`config.mk`:
```
export PLATFORM = sky130hd
export DESIGN_NAME = uart_rx_axis
export DESIGN_NICKNAME = d
export VERILOG_FILES = /design/src/rtl/uart_rx_axis.sv
export SDC_FILE = /design/constraint.sdc
export NUM_CORES = 1
export LEC_CHECK = 0
export BUFFER_PORTS_ARGS = -buffer_cell sky130_fd_sc_hd__buf_4
export CORE_MARGIN = 4
export CORE_UTILIZATION = 58
export DETAILED_ROUTE_END_ITERATION = 10
export GPL_TIMING_DRIVEN = 0
export PLACE_DENSITY_LB_ADDON = 0.15
export REMOVE_ABC_BUFFERS = 1
export SLEW_MARGIN = 20
export SYNTH_ARGS = -nofsm -noshare
export SYNTH_HDL_FRONTEND = slang
export SYNTH_SLANG_ARGS = --single-unit
```
`constraint.sdc`:
```
create_clock -name clk -period 5.4 [get_ports clk]
set_input_delay 0.27 -clock clk [delete_from_list [all_inputs] [get_ports clk]]
set_output_delay 0.27 -clock clk [all_outputs]
set_load 0.03 [all_outputs]
```
`src/rtl/uart_rx_axis.sv`:
```
// uart_rx_axis
//   UART receiver (8N1 style, LSB first, one stop bit) feeding an AXI-Stream
//   master through a small FIFO. A byte followed by a line-idle gap of
//   IDLE_BITS bit-times is emitted with tlast=1. A byte that is followed by
//   another valid start bit is emitted with tlast=0.
//
// Ports
//   clk            : single clock, rising edge
//   rst_n          : asynchronous active-low reset
//   uart_rx        : serial input, idle high, asynchronous to clk
//   m_axis_tdata   : byte at the FIFO head
//   m_axis_tvalid  : FIFO non-empty
//   m_axis_tready  : downstream accept
//   m_axis_tlast   : head byte closes a packet
//   frame_err      : one-cycle pulse, stop bit sampled as 0
//   overrun        : one-cycle pulse, byte dropped because the FIFO was full
//   dbg_state_o    : receiver FSM state (IDLE=0 START=1 DATA=2 STOP=3 BREAK=4)
//
// Handshake: a beat transfers on a rising clk edge where m_axis_tvalid and
// m_axis_tready are both high; while tvalid is high and tready is low,
// tdata/tlast hold their value and tvalid stays high.
module uart_rx_axis #(
  parameter int CLK_DIV    = 16,
  parameter int DATA_BITS  = 8,
  parameter int FIFO_DEPTH = 4,
  parameter int IDLE_BITS  = 10
) (
  input  logic                 clk,
  input  logic                 rst_n,
  input  logic                 uart_rx,
  output logic [DATA_BITS-1:0] m_axis_tdata,
  output logic                 m_axis_tvalid,
  input  logic                 m_axis_tready,
  output logic                 m_axis_tlast,
  output logic                 frame_err,
  output logic                 overrun,
  output logic [2:0]           dbg_state_o
);

  localparam int CNT_W      = $clog2(CLK_DIV);
  localparam int BIT_W      = (DATA_BITS > 1) ? $clog2(DATA_BITS) : 1;
  localparam int IDLE_LIMIT = IDLE_BITS * CLK_DIV;
  localparam int IDLE_W     = $clog2(IDLE_LIMIT + 1);
  localparam int PTR_W      = $clog2(FIFO_DEPTH);
  localparam int FCNT_W     = PTR_W + 1;

  localparam logic [CNT_W-1:0]  CNT_LAST  = CNT_W'(CLK_DIV - 1);
  localparam logic [CNT_W-1:0]  SAMP0     = CNT_W'(CLK_DIV / 2 - 1);
  localparam logic [CNT_W-1:0]  SAMP1     = CNT_W'(CLK_DIV / 2);
  localparam logic [CNT_W-1:0]  MID_PT    = CNT_W'(CLK_DIV / 2 + 1);
  localparam logic [BIT_W-1:0]  BIT_LAST  = BIT_W'(DATA_BITS - 1);
  localparam logic [IDLE_W-1:0] IDLE_MAX  = IDLE_W'(IDLE_LIMIT);
  localparam logic [FCNT_W-1:0] FIFO_FULL = FCNT_W'(FIFO_DEPTH);

  typedef enum logic [2:0] {
    S_IDLE  = 3'd0,
    S_START = 3'd1,
    S_DATA  = 3'd2,
    S_STOP  = 3'd3,
    S_BREAK = 3'd4
  } state_e;

  // Synchronizer and edge detect
  logic rx_meta_q, rx_s_q, rx_prev_q;

  // Receiver state
  state_e               state_q, state_d;
  logic [CNT_W-1:0]     cnt_q, cnt_d;
  logic [1:0]           samp_q, samp_d;
  logic [BIT_W-1:0]     bit_idx_q, bit_idx_d;
  logic [DATA_BITS-1:0] shreg_q, shreg_d;

  // Pending stage: holds the last good byte until its tlast is known
  logic [DATA_BITS-1:0] pend_data_q, pend_data_d;
  logic                 pend_vld_q, pend_vld_d;
  logic [IDLE_W-1:0]    idle_cnt_q, idle_cnt_d;

  logic frame_err_q, frame_err_d;
  logic overrun_q, overrun_d;

  // FIFO
  logic [DATA_BITS:0]   mem_q [FIFO_DEPTH];
  logic [PTR_W-1:0]     head_q, head_d, tail_q, tail_d;
  logic [FCNT_W-1:0]    count_q, count_d;

  logic                 at_mid, vote;
  logic                 push_req, push_last, push_ok, pop;
  logic [DATA_BITS-1:0] push_data;

  // 2-flop synchronizer; rx_prev_q is one cycle behind rx_s_q for edge detect
  always_ff @(posedge clk or negedge rst_n) begin
    if (!rst_n) begin
      rx_meta_q <= 1'b1;
      rx_s_q    <= 1'b1;
      rx_prev_q <= 1'b1;
    end else begin
      rx_meta_q <= uart_rx;
      rx_s_q    <= rx_meta_q;
      rx_prev_q <= rx_s_q;
    end
  end

  // Two earlier samples are stored; the third is the live rx_s_q at the
  // mid-point, so the vote is ready on the same cycle as the decision.
  assign at_mid = (cnt_q == MID_PT);
  assign vote   = (samp_q[0] & samp_q[1]) | (samp_q[0] & rx_s_q) | (samp_q[1] & rx_s_q);

  always_ff @(posedge clk or negedge rst_n) begin
    if (!rst_n) begin
      state_q     <= S_IDLE;
      cnt_q       <= '0;
      samp_q      <= 2'b11;
      bit_idx_q   <= '0;
      shreg_q     <= '0;
      pend_data_q <= '0;
      pend_vld_q  <= 1'b0;
      idle_cnt_q  <= '0;
      frame_err_q <= 1'b0;
      overrun_q   <= 1'b0;
    end else begin
      state_q     <= state_d;
      cnt_q       <= cnt_d;
      samp_q      <= samp_d;
      bit_idx_q   <= bit_idx_d;
      shreg_q     <= shreg_d;
      pend_data_q <= pend_data_d;
      pend_vld_q  <= pend_vld_d;
      idle_cnt_q  <= idle_cnt_d;
      frame_err_q <= frame_err_d;
      overrun_q   <= overrun_d;
    end
  end

  always_comb begin
    state_d     = state_q;
    cnt_d       = cnt_q;
    samp_d      = samp_q;
    bit_idx_d   = bit_idx_q;
    shreg_d     = shreg_q;
    pend_data_d = pend_data_q;
    pend_vld_d  = pend_vld_q;
    idle_cnt_d  = idle_cnt_q;
    frame_err_d = 1'b0;
    push_req    = 1'b0;
    push_last   = 1'b0;
    push_data   = pend_data_q;

    // Bit-time counter and sample capture run only inside a frame
    if (state_q == S_START || state_q == S_DATA || state_q == S_STOP) begin
      cnt_d = (cnt_q == CNT_LAST) ? '0 : cnt_q + 1'b1;
      if (cnt_q == SAMP0) samp_d[0] = rx_s_q;
      if (cnt_q == SAMP1) samp_d[1] = rx_s_q;
    end

    unique case (state_q)
      S_IDLE: begin
        // Idle gap timer only advances here, so START/BREAK pause it
        if (pend_vld_q) begin
          if (idle_cnt_q == IDLE_MAX) begin
            push_req   = 1'b1;
            push_last  = 1'b1;
            pend_vld_d = 1'b0;
          end else begin
            idle_cnt_d = idle_cnt_q + 1'b1;
          end
        end
        if (rx_prev_q && !rx_s_q) begin
          state_d = S_START;
          cnt_d   = '0;
        end
      end
      S_START: begin
        if (at_mid) begin
          if (vote) begin
            state_d = S_IDLE;
          end else begin
            state_d   = S_DATA;
            bit_idx_d = '0;
            // A new frame is certain, so the pending byte is not a packet end
            if (pend_vld_q) begin
              push_req   = 1'b1;
              push_last  = 1'b0;
              pend_vld_d = 1'b0;
            end
          end
        end
      end
      S_DATA: begin
        if (at_mid) begin
          shreg_d = {vote, shreg_q[DATA_BITS-1:1]};
          if (bit_idx_q == BIT_LAST) begin
            state_d = S_STOP;
          end else begin
            bit_idx_d = bit_idx_q + 1'b1;
          end
        end
      end
      S_STOP: begin
        if (at_mid) begin
          if (vote) begin
            pend_data_d = shreg_q;
            pend_vld_d  = 1'b1;
            // The mid-point cycle itself counts as the first idle clock
            idle_cnt_d  = IDLE_W'(1);
            state_d     = S_IDLE;
          end else begin
            frame_err_d = 1'b1;
            state_d     = S_BREAK;
          end
        end
      end
      S_BREAK: begin
        if (rx_s_q) state_d = S_IDLE;
      end
      default: state_d = S_IDLE;
    endcase
  end

  // FIFO control; a push into a full FIFO is accepted only if a pop frees
  // the slot in the same cycle.
  assign pop     = (count_q != '0) && m_axis_tready;
  assign push_ok = push_req && ((count_q != FIFO_FULL) || pop);

  always_comb begin
    head_d    = head_q;
    tail_d    = tail_q;
    count_d   = count_q;
    overrun_d = push_req && !push_ok;
    if (pop)     head_d = head_q + 1'b1;
    if (push_ok) tail_d = tail_q + 1'b1;
    case ({push_ok, pop})
      2'b10:   count_d = count_q + 1'b1;
      2'b01:   count_d = count_q - 1'b1;
      default: count_d = count_q;
    endcase
  end

  always_ff @(posedge clk or negedge rst_n) begin
    if (!rst_n) begin
      head_q  <= '0;
      tail_q  <= '0;
      count_q <= '0;
      for (int i = 0; i < FIFO_DEPTH; i++) mem_q[i] <= '0;
    end else begin
      head_q  <= head_d;
      tail_q  <= tail_d;
      count_q <= count_d;
      if (push_ok) mem_q[tail_q] <= {push_last, push_data};
    end
  end

  assign m_axis_tvalid = (count_q != '0);
  assign m_axis_tdata  = mem_q[head_q][DATA_BITS-1:0];
  assign m_axis_tlast  = mem_q[head_q][DATA_BITS];
  assign frame_err     = frame_err_q;
  assign overrun       = overrun_q;
  assign dbg_state_o   = state_q;

endmodule
```
==> flow_summary.toml <==
[synth]
ys_ff_latch = 85
synth_top_area_share_pct = 47.5
async_flop_share_pct = 100
yosys_warnings = 0
synthesis.instances = 319
yosys-top-cells-area = "dfrtp_1 (48%), mux2_4 (13%), mux4_2 (4.8%)"
seq_area_frac_synth_pct = 50.6
synth_area_um2 = 4210
synth_area_leader_cell = "dfrtp_1"
synth_top_flop_cell = "dfrtp_1"
ys_types = 51
synth.avg_cell_area_um2 = 13.2
synth-edff-count = 0

[die]
ios = 19
num_rows = 30
core_um2 = 6910
fp.dieW_um = 93.2
dieHeight_um = 93.2
dieArea_um2 = 8690
start_util_pct = 61.0

[power_and_ir_drop]
powerDensity_nw_per_um2 = 367
finalPower_mw = 1.70
p_comb_share_pct = 23.6
p_switching_uw = 590
vdd_drop_max_v = 0.000241
p_int_mw = 1.11
swShare_pct = 34.7
clkPwrFrac_pct = 27.0
p_leak_nw = 2.29
power.share.sequential_pct = 49.4

[worst_setup_path]
cp_top_family = "simple AND/OR/NAND/NOR gates"
cp-startpoint = "cnt_q[1]"
cp.arrival_ns = 3.11
critical_path.most_common_cell = "inv_1"
crit_required_ns = 5.64
crit_path_max_incr_delay_ns = 0.48
path_cells = "inv_1, ha_1, nand3b_1, nor4_4, o21a_2, inv_1, ha_1, inv_1, fa_1, xor2_1, nor2_1, xor2_1"
crit_slowest_cell = "o21a_2"
crit_fanout = 8
cp-start-kind = "flip-flop"
worstReg2RegStart = "cnt_q[1]"
critPathKind = "flip-flop to flip-flop"
endpoint_kind = "flip-flop"
crit_buf_inv = 3

[sta]
tightest_slew_ns = 0.763
fin_skew_ns = 0.0130
setup_viol = 0
tns_ns = 0
slew_violations = 0
holdWs_ns = -0.0451
fin_crit_ns = 2.88
rsz0062_at_grt = "no"
relSlewSlack_pct = 49.1
fin_crit_sh_pct = 53.3
hold_viol_final = 71
fmaxAchievable_mhz = 348

[detailed_routing]
num_vias = 2499
ant_nets = 0
viasPerCell = 5.68
wirelength_mm = 7.12
wire_per_inst_um = 16.2
drcViolationCount = 0
drt_iter0_markers = 129
dr.pass1.iters = 4

[status]
status = "complete, but fails checks"
violations = "hold timing"

[clock_tree]
cts_tree = "built"
htreeDepth = 3
numCtsBuffers = 9
root_buffer = "clkbuf_8"
clock_latency_ns = 0.36
post_cts_buffers = 0
cts.reportedPaths.clkPinSlew_ns = 0.09
holdBufCountCts = 1
cts.path.max_buffers = 2
cts.repair.resized = 0
clock_sinks = 85

[global_routing]
grt_usage_pct = 18.2
grt_pass1_vias = 2539
grt_pass1_wl_mm = 12.4
antenna_found_initial = 0
grt_max_degree = 86
grt-ovfl-total = 0

[final_layout]
multi_input_area_um2 = 1970
diodes = 0
regArea_um2 = 2130
fillers = 544
post-route-util_pct = 67.0
area_growth_pct = 9.86
drive_gt1_share_pct = 31.4
finalNetCount = 356
fin_cells = 440

[run]
drv_cap = 0

[hold_path]
hp-class = "primary input to async pin"

[place]
dp_hpwl_mm = 4.79
gp_congestion = 0.751
io_buffer_count = 18
place_inst = 423
metrics by stage:
| step | instance area [um^2] | hold slack (ns) | worst slack (ns) |
|---|---|---|---|
| finish | 4630 | -0.0451 | 2.52 |
| global route | 4630 | 0.00389 | 2.29 |
| CTS | 4620 | 0.124 | 2.49 |
| detailed placement | 4410 | 0.351 | 2.53 |
| global placement | 4410 | 0.346 | 2.59 |
| floorplan | 4160 | -0.0256 | 2.73 |
final timing paths:
check	endpoint	slack, ns	cells after the start
max	count_q[2]	2.52	12
min	mem_q[29]	-0.05	1
max reg2reg	count_q[2]	2.52	12
min reg2reg	rx_s_q	0.36	0
max in group asynchronous	cnt_q[3]	4.92	1
min in group clk	head_q[0]	0.28	3
kinds of logic after synthesis:
family | synth area share [%]
AND/OR/NAND/NOR | 14.0
AO/OA/AOI/OAI | 4.19
buffers and inverters | 2.58
XOR/XNOR | 1.46
flip-flops | 50.6
multiplexers | 22.8
adder cells (fa/ha/maj) | 4.37
state kept, by name (all words and copies together), names as in the netlist:
| name | count |
|---|---|
| mem_q | 36 |
| idle_cnt_q | 8 |
| pend_data_q | 8 |
| shreg_q | 8 |
| cnt_q | 4 |
| bit_idx_q | 3 |
| count_q | 3 |
| dbg_state_o | 3 |
| head_q | 2 |
| samp_q | 2 |
| tail_q | 2 |
| frame_err | 1 |
| overrun | 1 |
| pend_vld_q | 1 |
| rx_meta_q | 1 |
| rx_prev_q | 1 |
| rx_s_q | 1 |
cell type report:
type / instances / area share, %
multi-input cells: 210 / 42.6
clock buffers: 9 / 2.68
inverters: 14 / 1.14
repair buffers: 19 / 3.22
clock inverters: 7 / 1.70
flip-flops and latches: 85 / 46.1
well taps: 96 / 2.60
routing by layer:
metal / vias up / wire, um / global-route usage (%)
li1: 1176 / - / -
met1: 1272 / 3350 / 25.4
met2: 45 / 3390 / 28.0
met3: 6 / 307 / 5.07
met4: 0 / 66 / 5.49
met5: - / 0 / 0
placed cells by master (no fill, tap or decap), drive strengths merged, types with 2 or more instances in the layout:
cell type  count
o21ba          2
nand2         43
and3b          2
o31ai          2
xnor2          3
clkinvlp       3
dfstp          5
clkbuf         9
and3           3
mux2          49
or4            2
o21a           2
buf           18
nor3b          2
mux4           9
a31oi          3
nand2b         4
o21ai          5
nand3          8
a21oi          6
mux2i          7
xor2           4
nor3           5
nand4          2
nor4           3
inv           17
ha            12
o41ai          2
dfrtp         80
nor2          13
or4b           2
or3            2
synth_stat cells, types with 4 or more instances:
library cell / count
nand2_8: 4
nand3_1: 8
nand2_1: 39
clkbuf_1: 6
ha_1: 12
dfstp_2: 5
mux2_4: 36
dfrtp_1: 80
a21oi_1: 6
mux4_2: 9
o21ai_0: 5
mux2_2: 13
nor2_1: 13
inv_1: 14
mux2i_1: 7
nand2b_1: 4
xor2_1: 4
nor3_1: 4
power by group through the flow:
stage | clock [mW] | sequential [mW] | combinational [mW]
finish | 0.458 | 0.840 | 0.401
global route | 0.494 | 0.858 | 0.454
CTS | 0.473 | 0.841 | 0.407
detailed placement | 0 | 0.854 | 0.402
global placement | 0 | 0.847 | 0.387
floorplan | 0 | 0.830 | 0.301
Note: power is estimated with default switching activity, not from simulation.
